## src/rtl/cpu_mem_pkg.sv

```systemverilog
// cpu_mem_pkg: shared encodings for the memory arbiter slice
package cpu_mem_pkg;
  localparam logic [1:0] IDLE = 2'd0;
  localparam logic [1:0] ISSUE = 2'd1;
  localparam logic [1:0] RESP = 2'd2;
  localparam logic OWN_FETCH = 1'b0;
  localparam logic OWN_DATA = 1'b1;
  localparam int DEF_MEM_DEPTH = 16;
endpackage

```

## src/rtl/mem_arbiter_if.sv

```systemverilog
// mem_arbiter_if: requester handshakes plus the memory-side bus
interface mem_arbiter_if;
  logic f_req;
  logic [15:0] f_addr;
  logic f_ack;
  logic [15:0] f_rdata;
  logic f_err;
  logic d_req;
  logic d_we;
  logic [15:0] d_addr;
  logic [15:0] d_wdata;
  logic d_ack;
  logic [15:0] d_rdata;
  logic d_err;
  logic mem_read;
  logic mem_write;
  logic [15:0] mem_addr;
  logic [15:0] mem_wdata;
  logic [15:0] mem_rdata;
  modport slave (
    input f_req, f_addr, d_req, d_we, d_addr, d_wdata, mem_rdata,
    output f_ack, f_rdata, f_err, d_ack, d_rdata, d_err, mem_read, mem_write, mem_addr, mem_wdata
  );
  modport master (
    output f_req, f_addr, d_req, d_we, d_addr, d_wdata, mem_rdata,
    input f_ack, f_rdata, f_err, d_ack, d_rdata, d_err, mem_read, mem_write, mem_addr, mem_wdata
  );
endinterface

```

## src/rtl/mem_arb_pick.sv

```systemverilog
// mem_arb_pick: data-priority winner select with a fetch anti-starvation streak
module mem_arb_pick
  import cpu_mem_pkg::*;
#(
  parameter int MAX_DATA_STREAK = 4
) (
  input  logic clk,
  input  logic rst,
  input  logic f_req_i,
  input  logic d_req_i,
  input  logic grant_i,
  output logic own_o
);
  localparam logic [3:0] MAX_L = 4'(MAX_DATA_STREAK);
  logic [3:0] streak_q, streak_d;
  assign own_o = (f_req_i && (!d_req_i || streak_q == MAX_L)) ? OWN_FETCH : OWN_DATA;
  // count data grants that bypassed a waiting fetch, saturating at the limit
  always_comb
    streak_d = !grant_i ? streak_q :
               (own_o == OWN_FETCH || !f_req_i) ? 4'd0 :
               (streak_q == MAX_L) ? streak_q : streak_q + 4'd1;
  // streak register
  always_ff @(posedge clk)
    if (rst) streak_q <= 4'd0;
    else streak_q <= streak_d;
endmodule

```

## src/rtl/mem_arbiter.sv

```systemverilog
// mem_arbiter: two-requester arbiter and IDLE/ISSUE/RESP sequencer for a single-port memory
module mem_arbiter
  import cpu_mem_pkg::*;
#(
  parameter int MEM_DEPTH = DEF_MEM_DEPTH,
  parameter int MAX_DATA_STREAK = 4
) (
  input logic CLK,
  input logic reset,
  mem_arbiter_if.slave bus
);
  localparam logic [16:0] DEPTH_L = 17'(MEM_DEPTH);
  logic [1:0] state_q, state_d;
  logic own_q, own_d, we_q, we_d, err_q, err_d;
  logic [15:0] addr_q, addr_d, wdata_q, wdata_d;
  logic grant, own, issue, f_ack, d_ack;
  logic [15:0] addr_sel;
  assign grant = state_q == IDLE && (bus.f_req || bus.d_req);
  mem_arb_pick #(.MAX_DATA_STREAK(MAX_DATA_STREAK)) u_pick (
    .clk(CLK),
    .rst(reset),
    .f_req_i(bus.f_req),
    .d_req_i(bus.d_req),
    .grant_i(grant),
    .own_o(own)
  );
  assign addr_sel = own == OWN_FETCH ? bus.f_addr : bus.d_addr;
  // next state and request latches, captured only on a grant
  always_comb begin
    state_d = state_q == IDLE ? (grant ? ISSUE : IDLE) : state_q == ISSUE ? RESP : IDLE;
    own_d = grant ? own : own_q;
    addr_d = grant ? addr_sel : addr_q;
    we_d = grant ? (own == OWN_DATA && bus.d_we) : we_q;
    wdata_d = grant ? (own == OWN_DATA ? bus.d_wdata : 16'd0) : wdata_q;
    err_d = grant ? ({1'b0, addr_sel} >= DEPTH_L) : err_q;
  end
  // state and latch registers
  always_ff @(posedge CLK)
    if (reset) begin
      state_q <= IDLE;
      own_q <= OWN_FETCH;
      we_q <= 1'b0;
      err_q <= 1'b0;
      addr_q <= 16'd0;
      wdata_q <= 16'd0;
    end else begin
      state_q <= state_d;
      own_q <= own_d;
      we_q <= we_d;
      err_q <= err_d;
      addr_q <= addr_d;
      wdata_q <= wdata_d;
    end
  assign issue = state_q == ISSUE;
  assign bus.mem_read = issue && !we_q && !err_q;
  assign bus.mem_write = issue && we_q && !err_q;
  assign bus.mem_addr = issue ? addr_q : 16'd0;
  assign bus.mem_wdata = issue ? wdata_q : 16'd0;
  assign f_ack = state_q == RESP && own_q == OWN_FETCH;
  assign d_ack = state_q == RESP && own_q == OWN_DATA;
  assign bus.f_ack = f_ack;
  assign bus.d_ack = d_ack;
  assign bus.f_err = f_ack && err_q;
  assign bus.d_err = d_ack && err_q;
  assign bus.f_rdata = (f_ack && !err_q) ? bus.mem_rdata : 16'd0;
  assign bus.d_rdata = (d_ack && !we_q && !err_q) ? bus.mem_rdata : 16'd0;
endmodule

```

## src/flat_wrapper.sv

```systemverilog
// flat-port wrapper written by rule: the top's interface ports become plain ports
module mem_arbiter_flat import cpu_mem_pkg::*;
#(
  parameter int MEM_DEPTH = DEF_MEM_DEPTH,
  parameter int MAX_DATA_STREAK = 4
)
  (CLK, reset, bus_f_req, bus_f_addr, bus_d_req, bus_d_we, bus_d_addr, bus_d_wdata, bus_mem_rdata, bus_f_ack, bus_f_rdata, bus_f_err, bus_d_ack, bus_d_rdata, bus_d_err, bus_mem_read, bus_mem_write, bus_mem_addr, bus_mem_wdata);
  mem_arbiter_if bus_i ();
  input logic CLK;
  input logic reset;
  input wire logic [$bits(bus_i.f_req)-1:0] bus_f_req;
  input wire logic [$bits(bus_i.f_addr)-1:0] bus_f_addr;
  input wire logic [$bits(bus_i.d_req)-1:0] bus_d_req;
  input wire logic [$bits(bus_i.d_we)-1:0] bus_d_we;
  input wire logic [$bits(bus_i.d_addr)-1:0] bus_d_addr;
  input wire logic [$bits(bus_i.d_wdata)-1:0] bus_d_wdata;
  input wire logic [$bits(bus_i.mem_rdata)-1:0] bus_mem_rdata;
  output wire logic [$bits(bus_i.f_ack)-1:0] bus_f_ack;
  output wire logic [$bits(bus_i.f_rdata)-1:0] bus_f_rdata;
  output wire logic [$bits(bus_i.f_err)-1:0] bus_f_err;
  output wire logic [$bits(bus_i.d_ack)-1:0] bus_d_ack;
  output wire logic [$bits(bus_i.d_rdata)-1:0] bus_d_rdata;
  output wire logic [$bits(bus_i.d_err)-1:0] bus_d_err;
  output wire logic [$bits(bus_i.mem_read)-1:0] bus_mem_read;
  output wire logic [$bits(bus_i.mem_write)-1:0] bus_mem_write;
  output wire logic [$bits(bus_i.mem_addr)-1:0] bus_mem_addr;
  output wire logic [$bits(bus_i.mem_wdata)-1:0] bus_mem_wdata;
  assign bus_i.f_req = bus_f_req;
  assign bus_i.f_addr = bus_f_addr;
  assign bus_i.d_req = bus_d_req;
  assign bus_i.d_we = bus_d_we;
  assign bus_i.d_addr = bus_d_addr;
  assign bus_i.d_wdata = bus_d_wdata;
  assign bus_i.mem_rdata = bus_mem_rdata;
  assign bus_f_ack = bus_i.f_ack;
  assign bus_f_rdata = bus_i.f_rdata;
  assign bus_f_err = bus_i.f_err;
  assign bus_d_ack = bus_i.d_ack;
  assign bus_d_rdata = bus_i.d_rdata;
  assign bus_d_err = bus_i.d_err;
  assign bus_mem_read = bus_i.mem_read;
  assign bus_mem_write = bus_i.mem_write;
  assign bus_mem_addr = bus_i.mem_addr;
  assign bus_mem_wdata = bus_i.mem_wdata;
  mem_arbiter #(.MEM_DEPTH(MEM_DEPTH), .MAX_DATA_STREAK(MAX_DATA_STREAK)) u_core (.CLK(CLK), .reset(reset), .bus(bus_i));
endmodule
```

## config.mk

```make
export PLATFORM = sky130hd
export DESIGN_NAME = mem_arbiter_flat
export DESIGN_NICKNAME = d
export VERILOG_FILES = /design/src/rtl/cpu_mem_pkg.sv /design/src/rtl/mem_arbiter_if.sv /design/src/rtl/mem_arb_pick.sv /design/src/rtl/mem_arbiter.sv /design/src/flat_wrapper.sv
export SDC_FILE = /design/constraint.sdc
export NUM_CORES = 1
export LEC_CHECK = 0
export CORE_AREA = 3 3 91 93
export DETAILED_ROUTE_END_ITERATION = 8
export DIE_AREA = 0 0 94 96
export GPL_TIMING_DRIVEN = 0
export PLACE_DENSITY_LB_ADDON = 0.2
export SETUP_SLACK_MARGIN = 0.05
export SYNTH_ARGS = -nofsm -noshare
export SYNTH_HDL_FRONTEND = slang
export SYNTH_SLANG_ARGS = --single-unit
```

## constraint.sdc

```tcl
create_clock -name CLK -period 2 [get_ports CLK]
set_input_delay 0.4 -clock CLK [delete_from_list [all_inputs] [get_ports CLK]]
set_output_delay 0.4 -clock CLK [all_outputs]
set_load 0.01 [all_outputs]
```

==> Implementation_results.wiki <==
{| class="wikitable"
! Metric !! Value
|-
| Cell types with the highest counts after synthesis || sky130_fd_sc_hd__and2_1, sky130_fd_sc_hd__dfxtp_1, sky130_fd_sc_hd__nand2_1
|-
| Overall overflow remaining after global route || 0
|-
| Global-route total usage across every layer || 0.165
|-
| Number of nets with antenna violations after routing || 0
|-
| Synthesized Nets || 362
|-
| Core area || around 7600 um^2
|-
| Startpoint of the most critical setup path || u_core.state_q[0]
|-
| Wire length of the first global-routing pass || ~12 mm
|-
| Maximum number of pins on one net before global-route repair || 12
|-
| Synth Area per Inst || around 7.8 um^2
|-
| Post-synth cell types || 33
|-
| Via count || 2608
|-
| Startpoint Class || register
|-
| Die Y-Extent || ~96 um
|-
| Final setup slack of the worst path || -0.120 ns
|-
| Met1 Usage GRT || 0.191
|-
| Number of ports placed on the die boundary || between 100 and 150
|-
| Final Slew Violations || 0
|-
| DIE AREA || between 9000 and 10000 um^2
|-
| Critical R2R Launch || u_core.state_q[0]
|-
| Most used standard cell by instance count after synthesis || sky130_fd_sc_hd__and2_1
|-
| Fmax || between 0.4 and 0.5 GHz
|-
| Sink Count || roughly 40
|-
| Post-Syn Area || roughly 2300 um^2
|-
| Endpoint type of the worst setup path || output pin
|-
| Arrival time of data at the critical path endpoint || between 1.5 and 2 ns
|-
| Synth Instances || 291
|-
| Top area cells in the synthesized netlist || sky130_fd_sc_hd__dfxtp_1, sky130_fd_sc_hd__and2_1, sky130_fd_sc_hd__a21oi_1
|-
| Via count of the first global-routing pass || 2514
|-
| Die Span X || 94 um
|-
| Peak per-stage delay on the critical path || around 0.36 ns
|-
| Met2 Use GR || 0.298
|-
| Row cnt || 32
|-
| Required time at the worst-slack endpoint || 1.60 ns
|-
| Clock tree from TritonCTS || built
|-
| Clock latency of the later-clocked register in the worst-skew pair || ~0.29 ns
|-
| Sum Neg Setup Slack || -0.544 ns
|-
| FF+latch area || approximately 830 um^2
|-
| Library cell appearing most often on the critical path || sky130_fd_sc_hd__buf_6
|-
| Chain of cells forming the critical path || and3b_2 -> nor3b_4 -> clkbuf_8 -> buf_6 -> buf_6 -> and2_4 -> buf_6
|-
| Initial antenna violation count || 0
|-
| Most heavily used metal layer in global routing || met2
|-
| Number of remaining DRC errors || 0
|-
| Final hold slack || 0.450 ns
|-
| Number of port buffers || between 100 and 150
|-
| Buffer cell driving the clock tree root || sky130_fd_sc_hd__clkbuf_8
|-
| Leakage power total || around 1.8 nW
|-
| Last weighted congestion value of the routability-driven placer || about 0.8
|-
| Post-synth ARST share || 0
|-
| Main flop type after synthesis || sky130_fd_sc_hd__dfxtp_1
|-
| Number of optimization iterations in the first detailed-route pass || 4
|-
| Half-perimeter wire length after placement || 5.64 mm
|-
| Fraction of post-synthesis cell area in the top cell type by area || 0.362
|-
| Final worst path period need || between 2 and 2.5 ns
|-
| Total clock buffers created by CTS || 5
|-
| Flops & latches, synth || 41
|-
| Share of post-route cells with drive strength above 1 || 0.326
|-
| Leading area contributor after synthesis || sky130_fd_sc_hd__dfxtp_1
|-
| Vias per inst || between 4 and 5
|-
| Register clock-pin slew on the reported worst setup and hold paths || 0.08 ns
|-
| Starting Density || 0.298
|-
| Combined area of the multi-input logic cells || 1410 um^2
|-
| Wire length per cell after detailed routing || approximately 14 um
|-
| Bufs and invs on worst path || 4
|-
| Crit Path Class || reg2out
|-
| Yosys warning total || 0
|-
| Crit-path max FO || 3
|-
| Power per cell area || slightly above 500 nW/um^2
|-
| Final setup fails || 9
|-
| Hold Path Origin || u_core.wdata_q[6]
|-
| Number of diodes added for antenna fixing || 0
|-
| Number of buffers added to fix hold violations after cts || 0
|-
| Number of nets at the end of the flow || between 500 and 600
|-
| Rel. slew slack || 0.651
|-
| Worst Max-Slew Pin Slew || 0.523 ns
|-
| Kind of cell adding the most delay to the critical path || simple AND/OR/NAND/NOR gates
|-
| Initial detailed-routing violation count || a little over 90
|-
| IR drop worst, VDD || 340 uV
|-
| Total routed wirelength || about 7.6 mm
|-
| Run status || finished, violations left
|-
| Part of the cycle the worst path needs || 1.06
|-
| Area grow syn2layout || 79.6%
|-
| Slowest cell on the critical path || sky130_fd_sc_hd__dfxtp_4
|-
| Max capacitance violation total || 0
|-
| Fill cell count || between 700 and 800
|-
| Count of flip-flops with a built-in enable after synthesis || 0
|-
| Setup repair after global routing missed its margin || true
|-
| Violations in the final reports || setup timing
|-
| Number of buffers on the longest clock path || 2
|-
| Final Skew || roughly 0.0025 ns
|-
| Post-place setup slack || -0.419 ns
|-
| Seq/Total Area, Yosys || 0.362
|-
| Hold violation total from the final report || 0
|-
| Class of the worst hold path || reg2reg
|-
| Met3 usage in global routing || 0.0493
|-
| # H-tree levels || 2
|}
## metal layers
layer / vias to the layer above / wire length, um
met4: 0 / 66
met5: - / 0
met3: 6 / 725
met1: 1175 / 3100
li1: 1319 / -
met2: 108 / 3740
## sequential cells by signal, indices dropped and copies added, names as in the netlist
name / flops
u_core.addr_q: 16
u_core.we_q: 1
u_core.u_pick.streak_q: 4
u_core.wdata_q: 16
u_core.own_q: 1
u_core.err_q: 1
u_core.state_q: 2
## path summary, 6_finish.rpt
path	to	slack [ns]	cells after the start
setup / recovery	bus_d_rdata[8]	-0.12	7
hold reg to reg	u_core.wdata_q[6]	0.45	2
setup reg to reg	u_core.addr_q[14]	0.29	8
hold / removal	u_core.wdata_q[6]	0.45	2
## logic make-up (layout without fill, tap and decap cells)
logic type / count (synthesis) / count (layout) / synth area share
compound gates: 59 / 59 / 0.165
simple gates: 162 / 162 / 0.399
xor+xnor: 3 / 3 / 0.0116
fa+ha+maj: 2 / 2 / 0.0110
flops: 41 / 41 / 0.362
buf+inv: 24 / 193 / 0.0508
## power breakdown
part	internal (mW)	switching, mW
sequential	0.889	0.0426
combinational	0.350	0.281
clock	0.248	0.275
## layout by cell type, fill, tap and decap left out, types with 4 or more instances in the layout
cell / n
sky130_fd_sc_hd__clkdlybuf4s50_1: 68
sky130_fd_sc_hd__a21oi_1: 34
sky130_fd_sc_hd__and2_1: 41
sky130_fd_sc_hd__dfxtp_1: 37
sky130_fd_sc_hd__dlygate4sd2_1: 4
sky130_fd_sc_hd__nor2_1: 20
sky130_fd_sc_hd__buf_6: 32
sky130_fd_sc_hd__buf_8: 6
sky130_fd_sc_hd__buf_4: 15
sky130_fd_sc_hd__and2_4: 25
sky130_fd_sc_hd__a211oi_1: 21
sky130_fd_sc_hd__nand2_1: 35
sky130_fd_sc_hd__clkbuf_8: 6
sky130_fd_sc_hd__nand3_1: 19
sky130_fd_sc_hd__clkbuf_1: 7
sky130_fd_sc_hd__nor4_1: 7
sky130_fd_sc_hd__clkbuf_2: 11
sky130_fd_sc_hd__buf_2: 38
## tightest hold or removal path, stage by stage (launching register included)
cell	delay, ns
sky130_fd_sc_hd__dfxtp_1	0.31
sky130_fd_sc_hd__nand2_1	0.05
sky130_fd_sc_hd__a21oi_1	0.05
## repair_timing
item                                    CTS  global route
buffers inserted                         16             5
endpoints found under the setup margin   70            36
gates cloned                              4             1
pin swaps                                12             6
resized for setup                       267            80
## stage by stage
stage | power, mW | util | area (um^2) | instances
final | 2.09 | 0.535 | 4070 | 562
after global routing | 2.22 | 0.535 | 4070 | 562
after CTS | 2.07 | 0.516 | 3930 | 559
after detailed placement | 1.51 | 0.496 | 3770 | 531
after global placement | 1.51 | 0.496 | 3770 | 531
after floorplan | 1.21 | - | 2260 | 291
## final cells by class
cell class                      instances  area share
Multi-Input combinational cell        226       0.346
Tap cell                              102      0.0314
Buffer                                 20      0.0351
Timing Repair Buffer                  162       0.361
Clock buffer                            8      0.0197
Sequential cell                        41       0.204
Inverter                                3     0.00277
(Power assumes the default switching activity.)
==> variant 1, RTL diff (same flow settings) <==
Take the reset off `addr_q` and `wdata_q` and load them in a clocked block of their own.
--- a/src/rtl/mem_arbiter.sv
+++ b/src/rtl/mem_arbiter.sv
@@ -43,4 +43,2 @@
       err_q <= 1'b0;
-      addr_q <= 16'd0;
-      wdata_q <= 16'd0;
     end else begin
@@ -50,5 +48,8 @@
       err_q <= err_d;
-      addr_q <= addr_d;
-      wdata_q <= wdata_d;
     end
+
+  always_ff @(posedge CLK) begin
+    addr_q  <= addr_d;
+    wdata_q <= wdata_d;
+  end
   assign issue = state_q == ISSUE;
Function: no difference found for any inputs over 10 cycles, from zero or initial values and one cycle with reset high; that may be too few to reach the edited logic, so the function may still have changed.
==> variant 1 against the original RTL <==
  * Sequential cell count stayed put
  * Global-route usage is 2.9 points lower
  * Setup slack better by 37 ps
  * Routed wire length is 18% lower
  * Synthesized area is 0.72% lower
  * Count of clock-buffer cells in the layout stayed put
  * The run still ends with negative setup slack left
  * Sequential power is 13% higher
  * Die area stayed put
  * Final area hardly changed
  * Clock skew is 4.0 ps higher
  * Critical path depth is 3 lower
  * Total power is 6.1% higher
==> variant 1: results (changes against the original RTL) <==
Placement
  • # port buffers: 137 (was 138)
  • Pre-CTS setup slack: -387 ps (was -419 ps)
  • DP Cell Count: 437 (was 531)
  • Final GP Congestion: 0.821 (was 0.802)
  • DP Area: 3750 um^2 (was 3770 um^2)

Synthesis
  • Main synth FF type: edfxtp_1 (was dfxtp_1)
  • Top post-synthesis cells by count: and2_1, edfxtp_1, nor2b_1 (was and2_1, dfxtp_1, nand2_1)
  • Netlist cell types: 37 (was 33)
  • Seq/Total Area, Yosys: 0.508 (was 0.362)

Global routing
  • Vias in the first global route: 1934 (was 2514)
  • Met1 GRT Util: 0.159 (was 0.191)
  • All-Layer GR Usage: 0.135 (was 0.165)
  • Global Route met3 Usage: 0.0453 (was 0.0493)
  • Global-route wire length before repair: 9520 um (was 11800 um)
  • GR Util met2: 0.242 (was 0.298)

Timing
  • Final setup violation count: 48 (was 9)
  • Setup WS post-layout: -83.1 ps (was -120 ps)
  • Setup TNS: -2460 ps (was -544 ps)
  • Worst hold slack: 393 ps (was 450 ps)
  • Worst Tran Pin Value: 396 ps (was 523 ps)

Outcome
  • Failing checks: negative setup slack (unchanged)
  • Status: finished with violations (unchanged)

Cells and area
  • Fin cells: 462 (was 562)
  • Fill cell count: 690 (was 743)
  • Final instance area: 4060 um^2 (was 4070 um^2)

Critical path
  • CP Data Arrival Time: 1680 ps (was 1720 ps)
  • CP max FO: 10 (was 3)
  • Reg2reg end: u_core.addr_q[11]$_DFFE_PP_ (was u_core.addr_q[14]$_SDFFE_PP0P_)
  • R2R Setup Slk: 240 ps (was 290 ps)

Min path
  • Hold crit path type: primary input to flop (was flop to flop)
  • Worst hold endpoint: u_core.u_pick.streak_q[1]$_SDFFE_PP0P_ (was u_core.wdata_q[6]$_SDFFE_PP0P_)

Power
  • Sw Pwr: 515 uW (was 599 uW)
  • Peak VDD IR: 471 uV (was 340 uV)

Route
  • DR WL met2: 3210 um (was 3740 um)
  • DR iter-0 viols: 42 (was 91)
  • Final WL: 6230 um (was 7630 um)
==> variant 1: cell type report <==
cell class,count,area share
repair buffers,154,0.363
flip-flops and latches,41,0.283
multi-input cells,144,0.268
well taps,102,0.0314
clock buffers,8,0.0274
plain buffers,10,0.0225
inverters,3,0.00462
==> variant 1: kinds of logic (layout without fill, tap and decap cells) <==
logic type,count (synthesis),after routing,share of synthesized area
flops,41,41,0.508
xor+xnor,3,3,0.0117
fa+ha+maj,2,2,0.0111
buf+inv,13,175,0.0334
simple gates,117,117,0.332
mux,16,16,0.0801
compound gates,6,6,0.0239
==> variant 1: worst max-delay path by stage <==
stage | from | end | slack (ps) | depth (start not counted)
after detailed placement | u_core.state_q[1]$_SDFF_PP0_ | bus_d_rdata[13] | -390 | 5
after global routing | u_core.state_q[0]$_SDFF_PP0_ | bus_mem_wdata[10] | -190 | 4
final | u_core.state_q[0]$_SDFF_PP0_ | bus_mem_wdata[1] | -80 | 4
after CTS | u_core.state_q[0]$_SDFF_PP0_ | bus_mem_addr[3] | -140 | 4
after floorplan | u_core.u_pick.streak_q[0]$_SDFFE_PP0P_ | u_core.addr_q[11]$_DFFE_PP_ | 300 | 6
after global placement | u_core.state_q[1]$_SDFF_PP0_ | bus_d_rdata[13] | -370 | 5
==> variant 1: timing repair <==
item / in CTS / in global routing
cloned: 2 / 0
endpoints found under the setup margin: 70 / 62
resized for setup: 170 / 39
buffers inserted: 14 / 1
pin swaps: 13 / 4
==> variant 1: power by group through the flow <==
stage                     Sequential (uW)  Clock (uW)  Combinational, uW
after floorplan                      1060           0                212
after global placement               1070           0                503
after detailed placement             1070           0                507
after CTS                            1050         659                526
after global routing                 1060         695                578
final                                1050         638                529
==> variant 2, RTL diff (config.mk and constraints unchanged) <==
Without the edit above. Register the output `bus.f_err`, without a reset; this adds one clock of latency there.
--- a/src/rtl/mem_arbiter.sv
+++ b/src/rtl/mem_arbiter.sv
@@ -62,3 +62,5 @@
   assign bus.d_ack = d_ack;
-  assign bus.f_err = f_ack && err_q;
+  always_ff @(posedge CLK) begin
+    bus.f_err <= f_ack && err_q;
+  end
   assign bus.d_err = d_ack && err_q;
Function: changed (Yosys sat finds a counterexample within 4 cycles, from zero or initial values and one cycle with reset high).
==> variant 2 against the original RTL <==
  * The run still ends with negative setup slack left
  * Critical endpoint is now bus_d_rdata[14]
  * Routed wire length rose by 9.5%
  * Setup slack better by 7.2 ps
  * Final area increased by 2.7%
  * Critical path depth is the same
  * Sequential cell count up 1
  * Total power rose by 8.9%
  * First-iteration DRC count rose by 29%
  * Sequential share of layout area fell by 0.053 points
  * Combinational power about the same
  * Clock skew up 2.7 ps
  * Global-route usage grew 1.6 points
  * Hold slack gained 2.2 ps
  * Die area did not move
  * Synthesized area grew 0.88%
==> variant 2: results (changes against the original RTL) <==
Outcome
  • Status: finished with violations (unchanged)
  • Failing checks: negative setup slack (unchanged)

Synthesis
  • Synth top area cells: dfxtp_1, and2_1, a21oi_1 (unchanged)
  • Top post-synthesis cells by count: and2_1, dfxtp_1, nand2_1 (unchanged)
  • Synth Area in Compound Gates: 0.163 (was 0.165)
  • Seq/Total Area, Yosys: 0.368 (was 0.362)
  • Syn_nets: 363 (was 362)
  • Synth Area in Adders: 0.0110 (about the same)
  • Avg Cell Area, Syn: 7.82 um^2 (was 7.78 um^2)
  • Xor/xnor share of the synthesized area: 0.0115 (was 0.0116)

Timing
  • Setup WS post-layout: -113 ps (was -120 ps)
  • Final setup violation count: 16 (was 9)
  • Setup skew after layout: 5.15 ps (was 2.47 ps)
  • Setup TNS: -1180 ps (was -544 ps)
  • Worst Tran Pin Value: 496 ps (was 523 ps)

Global routing
  • Global-route wire length before repair: 12800 um (was 11800 um)
  • Largest net degree at the start of global routing: 13 (was 12)
  • Vias in the first global route: 2606 (was 2514)
  • All-Layer GR Usage: 0.180 (was 0.165)

Cells and area
  • Fin cells: 569 (was 562)
  • Fill cell count: 711 (was 743)
  • Proportion of layout cells with a drive suffix above 1: 0.330 (was 0.326)
  • Final #Nets: 538 (was 530)
  • Area growth syn-to-layout: 82.8% (was 79.6%)

Placement
  • Final GP Congestion: 0.792 (was 0.802)
  • Pre-CTS setup slack: -396 ps (was -419 ps)
  • DP Cell Count: 532 (was 531)
  • Detail Placement HPWL: 5810 um (was 5640 um)

Power
  • Sw Pwr: 623 uW (was 599 uW)
  • Lkg Pwr: 0.00187 uW (was 0.00183 uW)
  • Peak VDD IR: 319 uV (was 340 uV)

Min path
  • Hold crit path type: flop to flop (unchanged)

Critical path
  • Worst setup endpoint: bus_d_rdata[14] (was bus_d_rdata[8])
  • CP max FO: 4 (was 3)
  • R2r startpoint: u_core.u_pick.streak_q[0]$_SDFFE_PP0P_ (was u_core.state_q[0]$_SDFF_PP0_)
  • Reg2reg end: u_core.addr_q[10]$_SDFFE_PP0P_ (was u_core.addr_q[14]$_SDFFE_PP0P_)
  • R2R Setup Slk: 260 ps (was 290 ps)

Route
  • First drt pass iteration count: 4 (unchanged)
  • Routed length per placed instance: 14.7 um (was 13.6 um)
  • DR iter-0 viols: 117 (was 91)
  • Via count: 2677 (was 2608)
## variant 2: stage by stage
stage	total power, uW	hold slack (ps)	instance area [um^2]
finish	2270	452	4180
global route	2390	476	4180
floorplan	1240	432	2280
detailed placement	1540	442	3790
global placement	1530	438	3790
CTS	2290	454	4250
## variant 2: cell families (layout without fill, tap and decap cells)
family                   Yosys count  in the layout
AND/OR/NAND/NOR                  162            162
AO/OA/AOI/OAI                     59             59
flip-flops                        42             42
buffers and inverters             24            199
XOR/XNOR                           3              3
adder cells (fa/ha/maj)            2              2
## variant 2: final cells by class
| cell class | instances | area [um^2] | share of cell area |
|---|---|---|---|
| plain buffers | 21 | 153 | 0.0365 |
| repair buffers | 168 | 1510 | 0.362 |
| flip-flops and latches | 42 | 851 | 0.204 |
| clock inverters | 1 | 30.0 | 0.00719 |
| multi-input cells | 226 | 1410 | 0.338 |
| clock buffers | 6 | 82.6 | 0.0198 |
| well taps | 102 | 128 | 0.0306 |
| inverters | 3 | 11.3 | 0.00270 |
## variant 2: critical path: stages (launching register included)
cell	delay, ps
dfxtp_4	370
and3b_2	240
nor3b_4	230
buf_6	140
clkbuf_8	120
buf_6	90
and2_4	140
buf_6	100
## variant 2: routing by layer
metal  wire, um  vias to the layer above  track usage  part of all wire
met5          0                        -            0                 0
li1           -                     1341            -                 -
met1       3330                     1215        0.204              0.40
met2       4230                      107        0.330              0.51
met4        159                        0       0.0590             0.019
met3        630                       14       0.0446             0.075
## variant 2: what timing repair did
item                       4_1_cts  5_1_grt
gates resized for setup        256       68
cloned                           5        0
setup endpoints to repair       69       63
pin swaps                       15        2
buffers inserted                23        5
## variant 2: worst min-delay path by stage
stage | start | end | slack [ps] | cells after the start
after floorplan | u_core.wdata_q[0]$_SDFFE_PP0P_ | u_core.wdata_q[0]$_SDFFE_PP0P_ | 430 | 2
after global placement | u_core.wdata_q[10]$_SDFFE_PP0P_ | u_core.wdata_q[10]$_SDFFE_PP0P_ | 440 | 2
after detailed placement | u_core.wdata_q[10]$_SDFFE_PP0P_ | u_core.wdata_q[10]$_SDFFE_PP0P_ | 440 | 2
after CTS | u_core.wdata_q[10]$_SDFFE_PP0P_ | u_core.wdata_q[10]$_SDFFE_PP0P_ | 450 | 2
after global routing | u_core.wdata_q[5]$_SDFFE_PP0P_ | u_core.wdata_q[5]$_SDFFE_PP0P_ | 480 | 2
final | u_core.wdata_q[1]$_SDFFE_PP0P_ | u_core.wdata_q[1]$_SDFFE_PP0P_ | 450 | 2
## variant 2: power groups by stage
stage / Combinational (uW) / Sequential [uW] / Clock [uW]
final: 632 / 953 / 687
after floorplan: 274 / 961 / 0
after global routing: 692 / 964 / 738
after detailed placement: 568 / 972 / 0
after global placement: 561 / 970 / 0
after CTS: 628 / 952 / 707
